## src/rtl/calc_pkg.sv

```systemverilog
// Shared types and constants for the calculator result path.
package calc_pkg;

  // Result formatting mode; the encoding 2'b11 is handled as hex.
  typedef enum logic [1:0] {
    FMT_HEX  = 2'b00,
    FMT_UDEC = 2'b01,
    FMT_SDEC = 2'b10
  } fmt_e;

  // ASCII characters the encoder emits.
  localparam logic [7:0] CH_0     = 8'h30;
  localparam logic [7:0] CH_A     = 8'h41;
  localparam logic [7:0] CH_MINUS = 8'h2D;
  localparam logic [7:0] CH_CR    = 8'h0D;
  localparam logic [7:0] CH_LF    = 8'h0A;

  // Line formatter states.
  typedef enum logic [2:0] {
    ST_IDLE,
    ST_LOAD,
    ST_CONV,
    ST_SEND,
    ST_EOL
  } enc_state_e;

  // Uppercase ASCII for one hex nibble.
  function automatic logic [7:0] hex_char(input logic [3:0] nib);
    if (nib < 4'd10) begin
      return CH_0 + {4'h0, nib};
    end
    return CH_A + {4'h0, nib} - 8'd10;
  endfunction

endpackage

```

## src/rtl/result_fifo.sv

```systemverilog
// Synchronous FIFO with registered read port. Pointers carry one extra
// wrap bit so full and empty are told apart by the MSB comparison.
module result_fifo #(
  parameter int WIDTH = 18,
  parameter int DEPTH = 4
) (
  input  logic             clk,
  input  logic             reset,
  input  logic             push,
  input  logic             pop,
  input  logic [WIDTH-1:0] wr_data,
  output logic [WIDTH-1:0] rd_data,
  output logic             full,
  output logic             empty
);

  localparam int AW = $clog2(DEPTH);

  logic [WIDTH-1:0] mem [DEPTH];
  logic [AW:0]      wr_ptr_reg;
  logic [AW:0]      rd_ptr_reg;
  logic [WIDTH-1:0] rd_data_reg;
  logic             do_push;
  logic             do_pop;

  assign empty   = (wr_ptr_reg == rd_ptr_reg);
  assign full    = (wr_ptr_reg[AW] != rd_ptr_reg[AW]) &&
                   (wr_ptr_reg[AW-1:0] == rd_ptr_reg[AW-1:0]);
  assign do_push = push && !full;
  assign do_pop  = pop && !empty;
  assign rd_data = rd_data_reg;

  // Storage array: written on accepted push, no reset so it maps to RAM.
  always_ff @(posedge clk) begin
    if (do_push) begin
      mem[wr_ptr_reg[AW-1:0]] <= wr_data;
    end
  end

  // Registered read: the popped entry is presented the cycle after the pop.
  always_ff @(posedge clk) begin
    if (do_pop) begin
      rd_data_reg <= mem[rd_ptr_reg[AW-1:0]];
    end
  end

  // Read/write pointers.
  always_ff @(posedge clk) begin
    if (reset) begin
      wr_ptr_reg <= '0;
      rd_ptr_reg <= '0;
    end else begin
      if (do_push) wr_ptr_reg <= wr_ptr_reg + 1'b1;
      if (do_pop)  rd_ptr_reg <= rd_ptr_reg + 1'b1;
    end
  end

endmodule

```

## src/rtl/result_line_encoder.sv

```systemverilog
// Buffers ALU results and streams each one to the UART as an ASCII line
// (hex, unsigned or signed decimal) terminated by CR/LF or LF.
module result_line_encoder
  import calc_pkg::*;
#(
  parameter int DATA_W     = 16,
  parameter int FIFO_DEPTH = 4,
  parameter bit EOL_CRLF   = 1'b1
) (
  input  logic              clk,
  input  logic              reset,
  input  logic              res_valid,
  input  logic [DATA_W-1:0] res_data,
  input  logic [1:0]        res_fmt,
  output logic              res_ready,
  output logic              overflow,
  output logic [7:0]        uart_out,
  output logic              uout_valid,
  input  logic              uin_ready,
  output logic              busy
);

  localparam int DEC_DIGITS = (DATA_W * 77) / 256 + 1;
  localparam int HEX_DIGITS = DATA_W / 4;
  localparam int DIG_W      = $clog2(DEC_DIGITS + 1);
  localparam int HEX_W      = (HEX_DIGITS > 1) ? $clog2(HEX_DIGITS) : 1;
  localparam int BIT_W      = $clog2(DATA_W);

  enc_state_e state_reg, state_next;

  logic              fifo_full;
  logic              fifo_empty;
  logic              fifo_push;
  logic              fifo_pop;
  logic [DATA_W+1:0] fifo_rd;
  logic [1:0]        ld_fmt;
  logic [DATA_W-1:0] ld_data;
  logic              ld_neg;
  logic              ld_dec;

  logic [DATA_W-1:0] value_reg;
  logic              dec_reg;
  logic              sign_pend_reg;
  logic              cr_pend_reg;
  logic [3:0]        rem_reg;
  logic [BIT_W-1:0]  bit_cnt_reg;
  logic [DIG_W-1:0]  dig_cnt_reg;
  logic [HEX_W-1:0]  hex_idx_reg;
  logic [3:0]        dig_slot [DEC_DIGITS];
  logic [3:0]        dig_top;

  logic [4:0]        div_trial;
  logic [4:0]        div_sub;
  logic              div_ge;
  logic [3:0]        div_rem;
  logic [DATA_W-1:0] div_quot;
  logic              last_bit;
  logic              digit_done;
  logic              xfer;
  logic [7:0]        send_byte;

  // Result FIFO: {fmt, data} per entry.
  result_fifo #(
    .WIDTH (DATA_W + 2),
    .DEPTH (FIFO_DEPTH)
  ) u_fifo (
    .clk     (clk),
    .reset   (reset),
    .push    (fifo_push),
    .pop     (fifo_pop),
    .wr_data ({res_fmt, res_data}),
    .rd_data (fifo_rd),
    .full    (fifo_full),
    .empty   (fifo_empty)
  );

  assign res_ready = !fifo_full;
  assign overflow  = res_valid && fifo_full;
  assign fifo_push = res_valid && res_ready;
  assign fifo_pop  = (state_reg == ST_IDLE) && !fifo_empty;
  assign busy      = (state_reg != ST_IDLE) || !fifo_empty;
  assign xfer      = uout_valid && uin_ready;

  assign ld_fmt  = fifo_rd[DATA_W+1:DATA_W];
  assign ld_data = fifo_rd[DATA_W-1:0];
  assign ld_dec  = (ld_fmt == FMT_UDEC) || (ld_fmt == FMT_SDEC);
  assign ld_neg  = (ld_fmt == FMT_SDEC) && ld_data[DATA_W-1];

  // Restoring divide-by-10 step: the dividend shifts out of value_reg's MSB
  // while quotient bits shift in at the LSB.
  assign div_trial  = {rem_reg, value_reg[DATA_W-1]};
  assign div_sub    = div_trial - 5'd10;
  assign div_ge     = (div_trial >= 5'd10);
  assign div_rem    = div_ge ? div_sub[3:0] : div_trial[3:0];
  assign div_quot   = {value_reg[DATA_W-2:0], div_ge};
  assign last_bit   = (bit_cnt_reg == BIT_W'(DATA_W - 1));
  assign digit_done = (state_reg == ST_CONV) && last_bit;

  // Digit stack slots: each slot captures the remainder produced when it is
  // the next free position.
  for (genvar gi = 0; gi < DEC_DIGITS; gi++) begin : g_dig
    always_ff @(posedge clk) begin
      if (digit_done && (dig_cnt_reg == DIG_W'(gi))) begin
        dig_slot[gi] <= div_rem;
      end
    end
  end

  // Top of the digit stack (most significant remaining digit).
  always_comb begin
    dig_top = 4'h0;
    for (int i = 0; i < DEC_DIGITS; i++) begin
      if (DIG_W'(i) == dig_cnt_reg - 1'b1) dig_top = dig_slot[i];
    end
  end

  // Character currently offered in SEND.
  always_comb begin
    send_byte = CH_0 + {4'h0, dig_top};
    if (sign_pend_reg) begin
      send_byte = CH_MINUS;
    end else if (!dec_reg) begin
      send_byte = hex_char(value_reg[DATA_W-1 -: 4]);
    end
  end

  // FSM state register.
  always_ff @(posedge clk) begin
    if (reset) state_reg <= ST_IDLE;
    else       state_reg <= state_next;
  end

  // Next-state logic and the UART-side outputs.
  always_comb begin
    state_next = state_reg;
    uout_valid = 1'b0;
    uart_out   = 8'h00;
    case (state_reg)
      ST_IDLE: begin
        if (!fifo_empty) state_next = ST_LOAD;
      end
      ST_LOAD: begin
        state_next = ld_dec ? ST_CONV : ST_SEND;
      end
      ST_CONV: begin
        if (last_bit && (div_quot == '0)) state_next = ST_SEND;
      end
      ST_SEND: begin
        uout_valid = 1'b1;
        uart_out   = send_byte;
        if (uin_ready && !sign_pend_reg &&
            ((!dec_reg && hex_idx_reg == '0) ||
             (dec_reg && dig_cnt_reg == DIG_W'(1)))) begin
          state_next = ST_EOL;
        end
      end
      ST_EOL: begin
        uout_valid = 1'b1;
        uart_out   = cr_pend_reg ? CH_CR : CH_LF;
        if (uin_ready && !cr_pend_reg) state_next = ST_IDLE;
      end
      default: state_next = ST_IDLE;
    endcase
  end

  // Line datapath: operand load, digit generation and per-byte bookkeeping.
  always_ff @(posedge clk) begin
    if (reset) begin
      value_reg     <= '0;
      dec_reg       <= 1'b0;
      sign_pend_reg <= 1'b0;
      cr_pend_reg   <= 1'b0;
      rem_reg       <= '0;
      bit_cnt_reg   <= '0;
      dig_cnt_reg   <= '0;
      hex_idx_reg   <= '0;
    end else begin
      case (state_reg)
        ST_LOAD: begin
          value_reg     <= ld_neg ? (-ld_data) : ld_data;
          dec_reg       <= ld_dec;
          sign_pend_reg <= ld_neg;
          cr_pend_reg   <= EOL_CRLF;
          rem_reg       <= '0;
          bit_cnt_reg   <= '0;
          dig_cnt_reg   <= '0;
          hex_idx_reg   <= HEX_W'(HEX_DIGITS - 1);
        end
        ST_CONV: begin
          value_reg <= div_quot;
          if (last_bit) begin
            rem_reg     <= '0;
            bit_cnt_reg <= '0;
            dig_cnt_reg <= dig_cnt_reg + 1'b1;
          end else begin
            rem_reg     <= div_rem;
            bit_cnt_reg <= bit_cnt_reg + 1'b1;
          end
        end
        ST_SEND: begin
          if (xfer) begin
            if (sign_pend_reg) begin
              sign_pend_reg <= 1'b0;
            end else if (!dec_reg) begin
              value_reg   <= {value_reg[DATA_W-5:0], 4'h0};
              hex_idx_reg <= hex_idx_reg - 1'b1;
            end else begin
              dig_cnt_reg <= dig_cnt_reg - 1'b1;
            end
          end
        end
        ST_EOL: begin
          if (xfer) cr_pend_reg <= 1'b0;
        end
        default: ;
      endcase
    end
  end

endmodule

```

## config.mk

```make
export PLATFORM = sky130hd
export DESIGN_NAME = result_line_encoder
export DESIGN_NICKNAME = d
export VERILOG_FILES = /design/src/rtl/calc_pkg.sv /design/src/rtl/result_fifo.sv /design/src/rtl/result_line_encoder.sv
export SDC_FILE = /design/constraint.sdc
export NUM_CORES = 1
export LEC_CHECK = 0
export ABC_AREA = 1
export CORE_MARGIN = 2
export CORE_UTILIZATION = 59
export CTS_CLUSTER_DIAMETER = 60
export DETAILED_ROUTE_END_ITERATION = 6
export GPL_TIMING_DRIVEN = 1
export PLACE_DENSITY = 0.86
export REMOVE_ABC_BUFFERS = 1
export SKIP_LAST_GASP = 1
export SLEW_MARGIN = 20
export SYNTH_ARGS = -nofsm -noshare
export SYNTH_HDL_FRONTEND = slang
export SYNTH_SLANG_ARGS = --single-unit
export TNS_END_PERCENT = 20
```

## constraint.sdc

```tcl
create_clock -name clk -period 2.8 [get_ports clk]
set_input_delay 0.56 -clock clk [delete_from_list [all_inputs] [get_ports clk]]
set_output_delay 0.56 -clock clk [all_outputs]
set_load 0.01 [all_outputs]
```

; Word level (Yosys, flattened, before mapping)
; Memories as Yosys holds them, arrays and structs flattened. A register that Yosys moved wholly into a read port is not among the register bits.
; Cells that the tools add are included.
[totals]
regBits = 41
ramBits = 92
inputBits = 22
out_inout_bits = 12
word_cells = 171
n_memories = 2
[mem_list]
columns = name, words, width, rd, rd_clocked_by_memory_dff, wr, line
row1 = u_fifo.mem, 4, 18, 1, 1, 1, result_fifo.sv:19  ; logic [WIDTH-1:0] mem [DEPTH];
row2 = dig_slot, 5, 4, 5, 0, 1, result_line_encoder.sv:49  ; logic [3:0] dig_slot [DEC_DIGITS];
[op_classes]
n_addsub = 12
order_cmp = 2
n_eq_ne = 28
mux = 67
reduce_logical = 49
[ops]
columns = op, n
row1 = $mux W16, 4
row2 = $mux W4, 12
row3 = $pmux W16 S3, 1
row4 = $mux W3, 13
row5 = $mux W8, 4
row6 = $mux W1, 22
row7 = $logic_and A1 B1 Y1, 20
row8 = $ne A2 B2 Y1 const B, 9
row9 = $logic_not A16 Y1, 1
row10 = $neg A16 Y16, 1
row11 = $pmux W4 S2, 2
row12 = $pmux W8 S2, 1
row13 = $reduce_or A4 Y1, 4
row14 = $pmux W3 S5, 1
row15 = $add A6 B4 Y7 const A, 2
row16 = $eq A3 B2 Y1 const B, 4
row17 = $reduce_and A4 Y1, 3
row18 = $add A3 B1 Y3 const B, 3
row19 = $logic_not A3 Y1, 3
row20 = $pmux W3 S3, 1
row21 = $add A7 B4 Y8 const A, 1
row22 = $sub A8 B4 Y8 const B, 1
row23 = $eq A2 B3 Y1 const A, 2
row24 = $eq A3 B1 Y1 const B, 2
row25 = 27 further kinds, 41

; Longest topological paths before layout
[logic_depth]
depth_word = 11
mapped_depth = 14
ltp_nobuf = 14

; Modules after synthesis
; From an unflattened synthesis, not the netlist that was laid out.
[unflattened]
cells_unflattened = 758
area_unflattened_um2 = 7139.3
[by_module_without_submodules]
columns = mod, n_inst, cells_per_inst, area_per_inst_um2, seq_area_each_um2
row1 = result_fifo, 1, 262, 3641.0, 2822.7
row2 = result_line_encoder, 1, 496, 3498.4, 1301.2

; Worst setup path after synthesis
; No wires, ideal clock.
[synth_timing]
path_kind = reg2reg
startpoint = reg u_fifo.rd_ptr_reg[0]
endpoint = mem u_fifo.mem[0][0], enable pin
setup_ps = 393
t_arrival_ps = 1798
required_time_ps = 2407
slack_ps = 610
path_stages_with_launch = 6
path_buffers = 1
synth_period_minus_slack_ps = 2190
cell_sequence = dfxtp_1 > buf_2 > xnor2_1 > nand3b_1 > nand2_1 > nor2_1
[synth_via]
elab_chain_len = 7
[synth_lines]
columns = element, line
row1 = "start, declared", result_fifo.sv:21  ; logic [AW:0] rd_ptr_reg;
row2 = "start signal, assigned", result_fifo.sv:54  ; if (do_pop) rd_ptr_reg <= rd_ptr_reg + 1'b1;
row3 = $eq A2 B2 Y1 (*), result_fifo.sv:28  ; (wr_ptr_reg[AW-1:0] == rd_ptr_reg[AW-1:0]);
row4 = $logic_and A1 B1 Y1 (*), result_fifo.sv:27  ; assign full = (wr_ptr_reg[AW] != rd_ptr_reg[AW]) &&
row5 = $logic_not A1 Y1 (*), result_line_encoder.sv:77  ; assign res_ready = !fifo_full;
row6 = named net res_ready, result_line_encoder.sv:15  ; output logic res_ready,
row7 = $logic_and A1 B1 Y1, result_line_encoder.sv:79  ; assign fifo_push = res_valid && res_ready;
row8 = $logic_and A1 B1 Y1 (*), result_fifo.sv:29  ; assign do_push = push && !full;
row9 = $mux W1 (*), result_fifo.sv:35  ; if (do_push) begin
row10 = $mux W1 (implied by the code) (*), result_fifo.sv:36  ; mem[wr_ptr_reg[AW-1:0]] <= wr_data;
row11 = "end, declared", result_fifo.sv:19
; The timed path passes the listed nets; every way through them passes the cells marked *.

; Final worst setup path
[layout_timing]
startpoint = reg dig_cnt_reg[0]
endpoint = out uart_out[2]
[layout_via]
elab_chain_len = 11
word_cells_on_any_way = 15
cone_classes = add/sub: 2 / eq/ne: 4 / mux: 8 / reduce/logical: 1
[layout_lines]
columns = element, line
row1 = "start, declared", result_line_encoder.sv:47  ; logic [DIG_W-1:0] dig_cnt_reg;
row2 = "start signal, assigned", result_line_encoder.sv:194  ; dig_cnt_reg <= dig_cnt_reg + 1'b1;
row3 = "start signal, assigned", result_line_encoder.sv:208  ; dig_cnt_reg <= dig_cnt_reg - 1'b1;
row4 = $sub A3 B1 Y3 (*), result_line_encoder.sv:113  ; if (DIG_W'(i) == dig_cnt_reg - 1'b1) dig_top = dig_slot[i];
row5 = $logic_not A3 Y1, result_line_encoder.sv:113
row6 = $mux W4 (4 in series), result_line_encoder.sv:113
row7 = $mux W4 (*), result_line_encoder.sv:113
row8 = $add A6 B4 Y7 (*), result_line_encoder.sv:119  ; send_byte = CH_0 + {4'h0, dig_top};
row9 = $mux W8 (*), result_line_encoder.sv:122  ; end else if (!dec_reg) begin
row10 = $mux W8 (*), result_line_encoder.sv:120  ; if (sign_pend_reg) begin
row11 = $pmux W8 S2 (*), result_line_encoder.sv:138  ; case (state_reg)
row12 = "end, declared", result_line_encoder.sv:17  ; output logic [7:0] uart_out,
; Every way passes the cells marked *; elsewhere a longest branch is shown, timed or not.

==> flow_metrics.py <==
metrics = {
    "grt": {
        "grt_start_max_net_pins": 39,
        "gr-total-overflow": 0,
        "grt_pass1_wl_um": 25600,
        "grt_use_total_pct": 25.6,
        "grt_pass1_vias": 5399,
        "grt_antenna_before_repair": 0,
    },
    "synth": {
        "synth_top_area_share_pct": 47.1,
        "yosys-top-cells-area": "edfxtp_1 (47%), dfxtp_1 (12%), o21ai_0 (5.8%)",
        "synth_edf_count": 110,
        "synth_seq_cells": 151,
        "synthTopCellsByCount": "edfxtp_1 (110), nand2_1 (101), nor2_1 (97), inv_1 (89), o21ai_0 (81)",
        "synth_top_area_cell": "edfxtp_1",
        "ys.flop_type": "edfxtp_1",
        "syn_inst": 748,
        "yosysMostFrequentCell": "edfxtp_1",
        "synth_async_sr_flop_share_pct": 0,
        "yosysUniqueCellTypes": 36,
        "synth_area_per_cell_sq_um": 9.39,
        "yosys_warnings": 0,
        "ys_seq_area_share_pct": 58.7,
        "syn_area_sq_um": 7020,
    },
    "timing": {
        "slew_headroom_pct": 29.6,
        "fmax_mhz": 355,
        "drv_slew": 0,
        "finalHoldViolCount": 0,
        "setup_violations": 1,
        "timing.final.crit_period_ps": 2820,
        "whs_ps": 481,
        "setup_ws_ps": -20.3,
        "finalCritPeriodShare_pct": 101,
        "rsz0062_at_grt": "yes",
        "tightest_slew_ps": 1050,
        "fin_setup_tns_ps": -20.3,
        "finalClockSkew_ps": 7.61,
    },
    "cells_and_area": {
        "largest_register_ffs": 72,
        "insertedDiodeCount": 0,
        "finish.utilization_pct": 70.3,
        "final_area_sq_um": 8100,
        "fillers": 789,
        "instances_no_fill": 946,
        "syn_to_final_growth_pct": 15.4,
        "nNetsFinal": 830,
        "drive_gt1_share_pct": 8.72,
    },
    "setup_path": {
        "crit_path_end_kind": "output port",
        "required_ps": 2240,
        "cp.arrival_ps": 2260,
        "crit_fanout": 7,
        "startpoint_type": "register",
        "critPathKind": "reg2out",
    },
    "detailed_routing": {
        "met3_length_um": 1140,
        "ant_nets": 0,
        "drt_iter0_markers": 630,
        "num_vias": 5620,
        "drt-vias-per-instance": 5.94,
        "highest_layer": "met4",
        "drt-wirelength-per-cell_um": 16.7,
        "dr_wl_met2_um": 7980,
        "met1Wirelength_um": 6200,
        "drcViolationCount": 4,
        "wl_um": 15800,
        "drtPass1Iterations": 7,
    },
    "floorplan": {
        "die_x_um": 113,
        "dieHeight_um": 113,
        "coreArea_sq_um": 11500,
        "pin_count": 34,
        "fp-row-count": 39,
        "die_area_sq_um": 12800,
        "initial_core_util_pct": 61.0,
    },
    "cts": {
        "clockBufferDepth": 2,
        "htree_levels": 4,
        "cts_buffers": 17,
        "cts_tree": "yes",
        "cts-root-buf": "clkbuf_16",
        "worst_setup_hold_path_clk_slew_ps": 60,
        "clkSinkCount": 151,
        "insertion_delay_ps": 430,
    },
    "power": {
        "pwr_density_cell_nw_per_um2": 1060,
        "totalPowerFinal_mw": 8.55,
        "vdd_drop_max_uv": 646,
        "p_leak_nw": 3.21,
    },
    "placement": {
        "portBuffers": 32,
        "post-dp-hpwl_um": 9940,
        "placed_cell_area_sq_um": 7470,
        "dp.cells": 909,
        "place.gp.congestion": 1.00,
        "dp_slack_ps": 62.1,
    },
    "run_status": {
        "violations": "design-rule violations, negative setup slack",
        "status": "finished, violations left",
    },
    "worst_hold_path": {
        "min_path_type": "reg2reg",
    },
    "flow_run": {
        "maxCapViolCount": 0,
    },
}
==> worst paths after layout <==
check                                    start             end  slack [ps]  cells after the start
worst max register to register    state_reg[1]  dig_slot[0][4]         680                      6
worst min-delay path            hex_idx_reg[0]  hex_idx_reg[0]         480                      1
worst max-delay path            dig_cnt_reg[0]     uart_out[2]         -20                     15
worst min register to register  hex_idx_reg[0]  hex_idx_reg[0]         480                      1
==> worst max-delay path: stages, from the launching register on <==
cell	delay, ps
dfxtp_4	370
inv_2	60
ha_1	200
inv_1	60
nand2_2	70
nand2_4	130
buf_2	170
nand3_1	80
nand3_1	90
nand2_1	50
nand2_1	50
nand2_1	50
nand2_1	60
nand2_1	60
nand2_1	70
clkdlybuf4s15_1	240
==> layout by cell type (no fill, tap or decap), drive strengths merged, types with 4 or more instances in the layout <==
master / Yosys / layout
edfxtp: 110 / 110
nand2: 105 / 105
nor2: 101 / 101
inv: 93 / 99
o21ai: 82 / 82
nand3: 57 / 57
a21oi: 49 / 49
dfxtp: 41 / 41
o22ai: 33 / 33
clkdlybuf4s50: 0 / 28
clkbuf: 18 / 20
ha: 18 / 18
buf: 6 / 15
nand4: 7 / 7
nor3: 7 / 7
clkinv: 1 / 5
a31oi: 4 / 4
==> cells by family (layout without fill, tap and decap cells) <==
logic type               count (synthesis)  after routing  synth area share (%)
adder cells (fa/ha/maj)                 18             18                  3.21
other                                    1              1                0.0534
AO/OA/AOI/OAI                          174            174                  13.3
XOR/XNOR                                 5              5                 0.624
AND/OR/NAND/NOR                        281            281                  17.3
flip-flops                             151            151                  58.7
buffers and inverters                  118            173                  6.77
==> cell type report <==
cell class / instances / area [sq um] / area share [%]
timing repair buffer: 47 / 428 / 5.28
tap: 143 / 179 / 2.21
inverter: 94 / 353 / 4.36
sequential: 151 / 4130 / 51.0
clock inverter: 13 / 135 / 1.67
multi-input combinational: 479 / 2440 / 30.2
clock buffer: 19 / 433 / 5.34
==> what timing repair did <==
item / 4_1_cts / 5_1_grt
endpoints found under the setup margin: 4 / 5
cloned: 0 / 1
hold buffers: 0 / 0
endpoints found under the hold margin: 0 / 0
gates resized for setup: 9 / 10
pin swaps: 0 / 1
buffers inserted: 0 / 4
==> per-layer routing <==
metal	vias up	GRT usage, %
met4	0	10.3
met2	299	44.2
met3	54	6.00
li1	2658	-
met1	2609	31.0
met5	-	0
==> where the power goes <==
group / internal, mW / total (mW) / switching (mW)
combinational: 1.01 / 3.13 / 2.12
clock: 1.25 / 2.19 / 0.944
sequential: 2.93 / 3.23 / 0.296
total: 5.19 / 8.55 / 3.36
(Power assumes the default switching activity.)
